### config.mk
export PLATFORM = sky130hd
export DESIGN_NAME = mem_vec_seq
export DESIGN_NICKNAME = d
export VERILOG_FILES = /design/src/rtl/mem_vec_pkg.sv /design/src/rtl/mem_vec_timeout.sv /design/src/rtl/mem_vec_seq.sv
export SDC_FILE = /design/constraint.sdc
export NUM_CORES = 2
export LEC_CHECK = 0
export CAP_MARGIN = 20
export CORE_AREA = 5 5 449 451
export CTS_BUF_LIST = sky130_fd_sc_hd__clkbuf_8 sky130_fd_sc_hd__clkbuf_16
export DETAILED_ROUTE_END_ITERATION = 8
export DIE_AREA = 0 0 454 456
export PLACE_DENSITY_LB_ADDON = 0.2
export SLEW_MARGIN = 0
export SYNTH_ARGS = -nofsm -noshare
export SYNTH_HDL_FRONTEND = slang
export SYNTH_HIERARCHICAL = 1
export SYNTH_SLANG_ARGS = --single-unit
### constraint.sdc
create_clock -name clk -period 52.4 [get_ports clk]
set_input_delay 10.48 -clock clk [delete_from_list [all_inputs] [get_ports clk]]
set_output_delay 10.48 -clock clk [all_outputs]
set_load 0.1 [all_outputs]
### src/rtl/mem_vec_pkg.sv
// Shared types and constants for the vector memory sequencer.
// Holds the FSM state encoding, VL codes and the beat-count decode.
// Backpressure: not applicable (types only).
package mem_vec_pkg;

    localparam int BEAT_W      = 32;
    localparam int VEC_W       = 512;
    localparam int NUM_WORDS   = VEC_W / BEAT_W;
    localparam int BEAT_IDX_W  = 4;
    localparam int TIMEOUT_CYC = 16;

    typedef enum logic [1:0] {
        ST_IDLE   = 2'b00,
        ST_REQ    = 2'b01,
        ST_WAIT_R = 2'b10,
        ST_DONE   = 2'b11
    } state_t;

    typedef enum logic [1:0] {
        VL_128  = 2'b00,
        VL_256  = 2'b01,
        VL_512  = 2'b10,
        VL_RSVD = 2'b11
    } vl_t;

    // Reserved code 11 is treated as a full 512-bit vector.
    function automatic logic [4:0] beat_count(input logic [1:0] vl);
        logic [4:0] n;
        n = 5'd16;
        case (vl)
            VL_128:  n = 5'd4;
            VL_256:  n = 5'd8;
            default: n = 5'd16;
        endcase
        return n;
    endfunction

endpackage

### src/rtl/mem_vec_timeout.sv
// Counts consecutive stalled cycles and flags expiry at TIMEOUT_CYC.
// Latency: expire is combinational on the TIMEOUT_CYC-th stalled cycle.
// Backpressure: none; clear has priority over inc.
module mem_vec_timeout
    import mem_vec_pkg::*;
(
    input  logic clk,
    input  logic reset,
    input  logic clear,
    input  logic inc,
    output logic expire
);

    localparam int CNT_W = $clog2(TIMEOUT_CYC) + 1;

    logic [CNT_W-1:0] cnt;

    assign expire = inc && !clear && (cnt == CNT_W'(TIMEOUT_CYC - 1));

    always_ff @(posedge clk or posedge reset) begin
        if (reset) begin
            cnt <= '0;
        end else if (clear || expire) begin
            cnt <= '0;
        end else if (inc) begin
            cnt <= cnt + CNT_W'(1);
        end
    end

endmodule

### src/rtl/mem_vec_seq.sv
// Sequences a 128/256/512-bit vector load/store into 32-bit memory beats.
// Latency: one beat per grant (store) or grant+rvalid (load), DONE one cycle after last beat.
// Backpressure: holds mem_req/mem_addr until mem_gnt; stall held while busy. Optional MEM_VEC_SEQ_TIMEOUT_EN.
module mem_vec_seq
    import mem_vec_pkg::*;
(
    input  logic              clk,
    input  logic              reset,
    input  logic              start,
    input  logic              is_load,
    input  logic              is_store,
    input  logic [31:0]       addr,
    input  logic [1:0]        VL,
    input  logic [VEC_W-1:0]  wdata512,
    output logic              mem_req,
    output logic              mem_we,
    output logic [31:0]       mem_addr,
    output logic [BEAT_W-1:0] mem_wdata,
    input  logic              mem_gnt,
    input  logic              mem_rvalid,
    input  logic [BEAT_W-1:0] mem_rdata,
    output logic              stall,
    output logic              done,
    output logic              err,
    output logic [VEC_W-1:0]  readdata512
);

    state_t                state, state_nxt;
    logic [BEAT_IDX_W-1:0] beat;
    logic [31:0]           base_addr;
    logic [1:0]            vl_q;
    logic [VEC_W-1:0]      wdata_q;
    logic                  store_q;

    logic start_ok;
    logic start_bad;
    logic accept;
    logic last_beat;
    logic beat_inc;
    logic rd_capture;
    logic tmo_expire;

    assign start_ok  = start && (is_load ^ is_store) && (addr[1:0] == 2'b00);
    assign start_bad = start && !start_ok;
    assign accept    = (state == ST_IDLE) && start_ok;
    assign last_beat = ({1'b0, beat} == (beat_count(vl_q) - 5'd1));

`ifdef MEM_VEC_SEQ_TIMEOUT_EN
    logic tmo_inc;

    // Any cycle that makes progress (grant or read data) restarts the count.
    assign tmo_inc = ((state == ST_REQ) && !mem_gnt) ||
                     ((state == ST_WAIT_R) && !mem_rvalid);

    mem_vec_timeout u_timeout (
        .clk    (clk),
        .reset  (reset),
        .clear  (!tmo_inc),
        .inc    (tmo_inc),
        .expire (tmo_expire)
    );
`else
    assign tmo_expire = 1'b0;
`endif

    always_ff @(posedge clk or posedge reset) begin
        if (reset) begin
            state <= ST_IDLE;
        end else begin
            state <= state_nxt;
        end
    end

    always_comb begin
        state_nxt  = state;
        beat_inc   = 1'b0;
        rd_capture = 1'b0;
        case (state)
            ST_IDLE: begin
                if (start_ok) begin
                    state_nxt = ST_REQ;
                end
            end
            ST_REQ: begin
                if (tmo_expire) begin
                    state_nxt = ST_IDLE;
                end else if (mem_gnt) begin
                    if (store_q) begin
                        beat_inc  = 1'b1;
                        state_nxt = last_beat ? ST_DONE : ST_REQ;
                    end else begin
                        state_nxt = ST_WAIT_R;
                    end
                end
            end
            ST_WAIT_R: begin
                if (tmo_expire) begin
                    state_nxt = ST_IDLE;
                end else if (mem_rvalid) begin
                    rd_capture = 1'b1;
                    beat_inc   = 1'b1;
                    state_nxt  = last_beat ? ST_DONE : ST_REQ;
                end
            end
            ST_DONE: begin
                state_nxt = ST_IDLE;
            end
            default: begin
                state_nxt = ST_IDLE;
            end
        endcase
    end

    // Bus outputs are decoded from state so reset clears them immediately.
    assign mem_req   = (state == ST_REQ);
    assign mem_we    = mem_req && store_q;
    assign mem_addr  = mem_req ? (base_addr + {26'd0, beat, 2'b00}) : 32'd0;
    assign mem_wdata = mem_we ? wdata_q[{beat, 5'b00000} +: BEAT_W] : '0;
    assign stall     = (state == ST_REQ) || (state == ST_WAIT_R) || accept;
    assign done      = (state == ST_DONE);

    always_ff @(posedge clk or posedge reset) begin
        if (reset) begin
            beat        <= '0;
            base_addr   <= '0;
            vl_q        <= '0;
            wdata_q     <= '0;
            store_q     <= 1'b0;
            readdata512 <= '0;
            err         <= 1'b0;
        end else begin
            err <= ((state == ST_IDLE) && start_bad) || tmo_expire;
            if (accept) begin
                base_addr   <= addr;
                vl_q        <= VL;
                wdata_q     <= wdata512;
                store_q     <= is_store;
                beat        <= '0;
                readdata512 <= '0;
            end else begin
                if (rd_capture) begin
                    readdata512[{beat, 5'b00000} +: BEAT_W] <= mem_rdata;
                end
                if (beat_inc) begin
                    beat <= beat + BEAT_IDX_W'(1);
                end
            end
        end
    end

endmodule
# Word level (Yosys, flattened, before mapping)
# Cells that the tools add are included.
[totals]
regBits = 1066
in_bits = 585
output_inout_bits = 581
wordCells = 58
[classes]
addsub = 4
n_eq_ne = 8
shift = 3
n_mux = 19
bitwise_logic = 1
reduce_logical = 15
[ops]
columns = ["operator", "count"]
rows = [
  ["2-to-1 mux 512 bit", 2],
  ["bitwise mux 512 bit", 1],
  ["variable shift 32 x 11 -> 512 bit, first input constant", 1],
  ["indexed part select 32 x 11 -> 512 bit", 1],
  ["indexed part select 512 x 10 -> 32 bit", 1],
  ["2-to-1 mux 32 bit", 2],
  ["adder 32 x 6 -> 32 bit", 1],
  ["negation 9 -> 11 bit", 1],
  ["2-to-1 mux 2 bit", 5],
  ["one-hot mux 5 bit (2 select lines)", 1],
  ["2-to-1 mux 4 bit", 2],
  ["one-hot mux 2 bit (4 select lines)", 1],
  ["logical AND 1 bit", 6],
  ["zero test 2 bit", 3],
  ["equality test 4 x 5 -> 1 bit", 1],
  ["subtractor 5 x 1 -> 5 bit, second input constant", 1],
  ["adder 4 x 1 -> 4 bit, second input constant", 1],
  ["equality test 2 x 1 -> 1 bit, second input constant", 2],
  ["equality test 2 bit, second input constant", 2],
  ["2-to-1 mux 1 bit", 4],
  ["inequality test 2 bit, second input constant", 2],
  ["nonzero test 2 bit", 2],
  ["AND reduction 3 bit", 1],
  ["logical OR 1 bit", 2],
  ["other kinds (4)", 4],
]

# Longest topological paths before layout
[logic_depth]
ltp_word = 8
mapped_depth = 11
ltp_nobuf = 7

# Least setup slack after synthesis
# OpenSTA, ideal clock, no wires.
[synth_timing]
kind = "input to output"
start = "input addr[0]"
end = "output stall"
arrival_time_ps = 12138
required_ps = 41920
setup_slack_ps = 29782
stages = 5
n_path_buf = 2
cell_sequence = "nor3b_1 > nand3_1 > clkbuf_1 > buf_1 > nand2b_1"
[synth_between]
elab_chain_cells = 4
[synth_lines]
columns = ["item", "line_no", "rtl"]
rows = [
  ["start: declaration", "mem_vec_seq.sv:12", "input logic [31:0] addr,"],
  ["zero test 2 bit", "mem_vec_seq.sv:43", "assign start_ok = start && (is_load ^ is_store) && (addr[1:0] == 2'b00);"],
  ["logical AND 1 bit", "mem_vec_seq.sv:43", ""],
  ["logical AND 1 bit", "mem_vec_seq.sv:45", "assign accept = (state == ST_IDLE) && start_ok;"],
  ["logical OR 1 bit", "mem_vec_seq.sv:119", "assign stall = (state == ST_REQ) || (state == ST_WAIT_R) || accept;"],
  ["end: declaration", "mem_vec_seq.sv:22", "output logic stall,"],
]
# Every way passes these cells.

# Worst setup path after layout
[layout_timing]
start = "input is_store"
end = "output stall"
[layout_between]
elab_chain_cells = 5
[layout_lines]
columns = ["item", "line_no", "rtl"]
rows = [
  ["start: declaration", "mem_vec_seq.sv:11", "input logic is_store,"],
  ["XOR 1 bit", "mem_vec_seq.sv:43", ""],
  ["logical AND 1 bit (2 in a row)", "mem_vec_seq.sv:43", ""],
  ["logical AND 1 bit", "mem_vec_seq.sv:45", ""],
  ["logical OR 1 bit", "mem_vec_seq.sv:119", ""],
]
# Every way passes these cells.

==> metrics.txt <==
asr flop ratio synth=1.000; RR Endpoint=wdata_q[151]; total power=3.364 mW; crit path kind=input pin to primary output; Synth Instances=4627; Post-CTS Repair Setup Buffers=0; total core area=196800 sq um; Final HPWL DP=155300 um; vias in the first global route=40050; Final Slew Violations=0; Max Cap Viol=0; Hold Startpoint=wdata_q[137]; Commonest cells post-synth=nand2_1, dfrtp_1, a22o_1; top cells by area, synth=dfrtp_1, nand2_1, mux4_2; Setup violations, final=0; routed wire length=218500 um; Yosys reg bits=1066; Nets=6240; Post-Syn Area=approximately 46000 sq um; Mapped Nets=between 5000 and 6000; unrepaired setup endpoints after global routing=false; P_leak=30.02 nW; CP max stage delay=1.17 ns; Initial DRC Count=approximately 2700; status=completed; DR DRC count=0; final hold violations=0; Reg clk slew, reported paths=0.05 ns; grt ovf=0; Die H=456 um; Max Clock Freq=41.70 MHz; total negative slack=0 ns; Final Skew=approximately 0.027 ns; ANT nets after route=0; sequential share of the synthesized area=0.5745; # resized after CTS=0; largest fanout on the critical path=29; arrival time worst endpoint=between 10 and 15 ns; Port Buffers=1165; first-pass GRT wire length=307700 um; leading register cell type out of synthesis=dfrtp_1; Synth Warn #=6; Synth Area per Inst=10.03 sq um; post-synth top area share=0.5745; pwr/cell area=51.51 nW/um^2; WHS Path Cells=2; First-pass DRT Iterations=6; largest net degree at the start of global routing=152; Top Family by Delay on Critical Path=buffers and inverters; antenna violations before repair=47; GP Congestion=0.8300; deepest clock path buffer count=3; EDFF count, synth=0; hold_buf cts=0; most numerous cell in the Yosys netlist=nand2_1; flop-to-flop setup slack=approximately 47 ns; row cnt=163; All-Layer GR Usage=0.2047; I/O Pins=roughly 1200; maximum vdd drop=just over 0.00003 V; largest area contributor in the netlist=dfrtp_1; Die X-Extent=454 um; crit end category=primary output; WHS Endpoint=wdata_q[137]; Avg WL per Cell=26.00 um; Buf/Inv on CP=2; Num CTS Buffers=roughly 130; crit share post-route=0.4577; FF-to-FF Start=state[0]; Worst path most repeated cell=clkdlybuf4s50_1; clk_lat worst skew=0.79 ns; hold crit path type=flop to flop; CP required=41.92 ns; vias per cell=4.622; Tmin final=23.98 ns; share of cells above drive strength 1=0.08796; Tightest Pin Transition=1.174 ns; CP Launch Type=input pin; CTS tree=built; CTS HTree Levels=4; CP Cell Sequence=clkdlybuf4s50_1, xor2_1, nand3_4, nand2b_1, clkdlybuf4s50_1; synth unique cells=62; slowest library cell on the worst path=clkdlybuf4s50_1; Clock Tree Root=clkbuf_16; Worst R2R Path Depth=10; clock sink total=1066; area of the die=around 210000 sq um; P&R area growth vs syn=40.64%; Slew Limit Headroom=0.2151; Starting Density=0.2359; total number of vias=38840
==> power breakdown <==
group | switching (mW) | internal [mW] | leakage, nW | total [mW]
logic | 0.863 | 0.399 | 13.6 | 1.26
registers | 0.149 | 1.04 | 14.1 | 1.19
clock network | 0.388 | 0.526 | 2.26 | 0.914
==> routing by layer <==
metal / track usage / vias up / wire length, um
met5: 0 / - / 216
met4: 0.07570 / 34 / 8030
met3: 0.04683 / 316 / 13480
met2: 0.3611 / 1225 / 110800
met1: 0.2419 / 19700 / 85970
li1: - / 17570 / -
==> worst min-delay path, cell delays in order, from the launching register on <==
cell     delay [ns]
dfrtp_1        0.33
nand2_1        0.05
nand2_1        0.05
==> cell type report <==
type                       instances  area (sq um)
timing repair buffer            1276         12590
tap                             2640          3303
multi-input combinational       3096         18070
clock buffer                     161          3725
antenna                           23         57.56
fill                           20270        131500
sequential                      1066         26690
clock inverter                    72         595.6
inverter                          70         272.8
==> kinds of logic (layout without fill, tap and decap cells) <==
logic type	count (synthesis)	count (layout)	synth area share
xor gates and xnor gates	8	8	0.001509
other	0	23	0
and+or+nand+nor	2089	2089	0.1776
adders and majority gates	13	13	0.003665
buffers and inverters	465	1579	0.04172
DFF	1066	1066	0.5745
muxes	308	308	0.09607
AOI/OAI and AO/OA	678	678	0.1049
==> cell usage in the layout (no fill, tap or decap), drive strengths merged, types with 12 or more instances in the layout <==
master	count
a21oi	140
nor2	57
o31ai	50
o211ai	33
nand2	1845
o22ai	32
clkinv	24
buf	121
clkdlybuf4s50	1155
mux2i	197
or4	19
mux4	110
diode	23
o21ai	130
clkbuf	161
a22o	256
dfrtp	1066
nand3	98
inv	112
ha	12
==> registers in the layout (all words and copies together), names as in the netlist <==
register / cells
beat: 4
err: 1
readdata512: 512
vl_q: 2
base_addr: 32
wdata_q: 512
state: 2
store_q: 1
==> worst max-delay path by stage <==
stage                         endpoint  depth (start not counted)  startpoint  slack (ns)
final                            stall                          5    is_store       28.42
after global routing             stall                          5    is_store       28.27
after CTS                        stall                          5    is_store       28.40
after detailed placement         stall                          5    is_store       28.41
after global placement           stall                          5    is_store       28.45
after floorplan           base_addr[0]                          1       reset       11.91
==> through the flow <==
stage / utilization / cells / area (sq um) / setup slack, ns / hold WS [ns]
after floorplan: - / 4627 / 46430 / 11.91 / 0.4403
after global placement: 0.3090 / 8144 / 60820 / 28.45 / 0.4526
after detailed placement: 0.3094 / 8147 / 60890 / 28.41 / 0.4577
after CTS: 0.3314 / 8380 / 65220 / 28.40 / 0.4722
after global routing: 0.3317 / 8394 / 65280 / 28.27 / 0.4760
final: 0.3318 / 8404 / 65300 / 28.42 / 0.4651
Note: power is estimated with default switching activity, not from simulation.
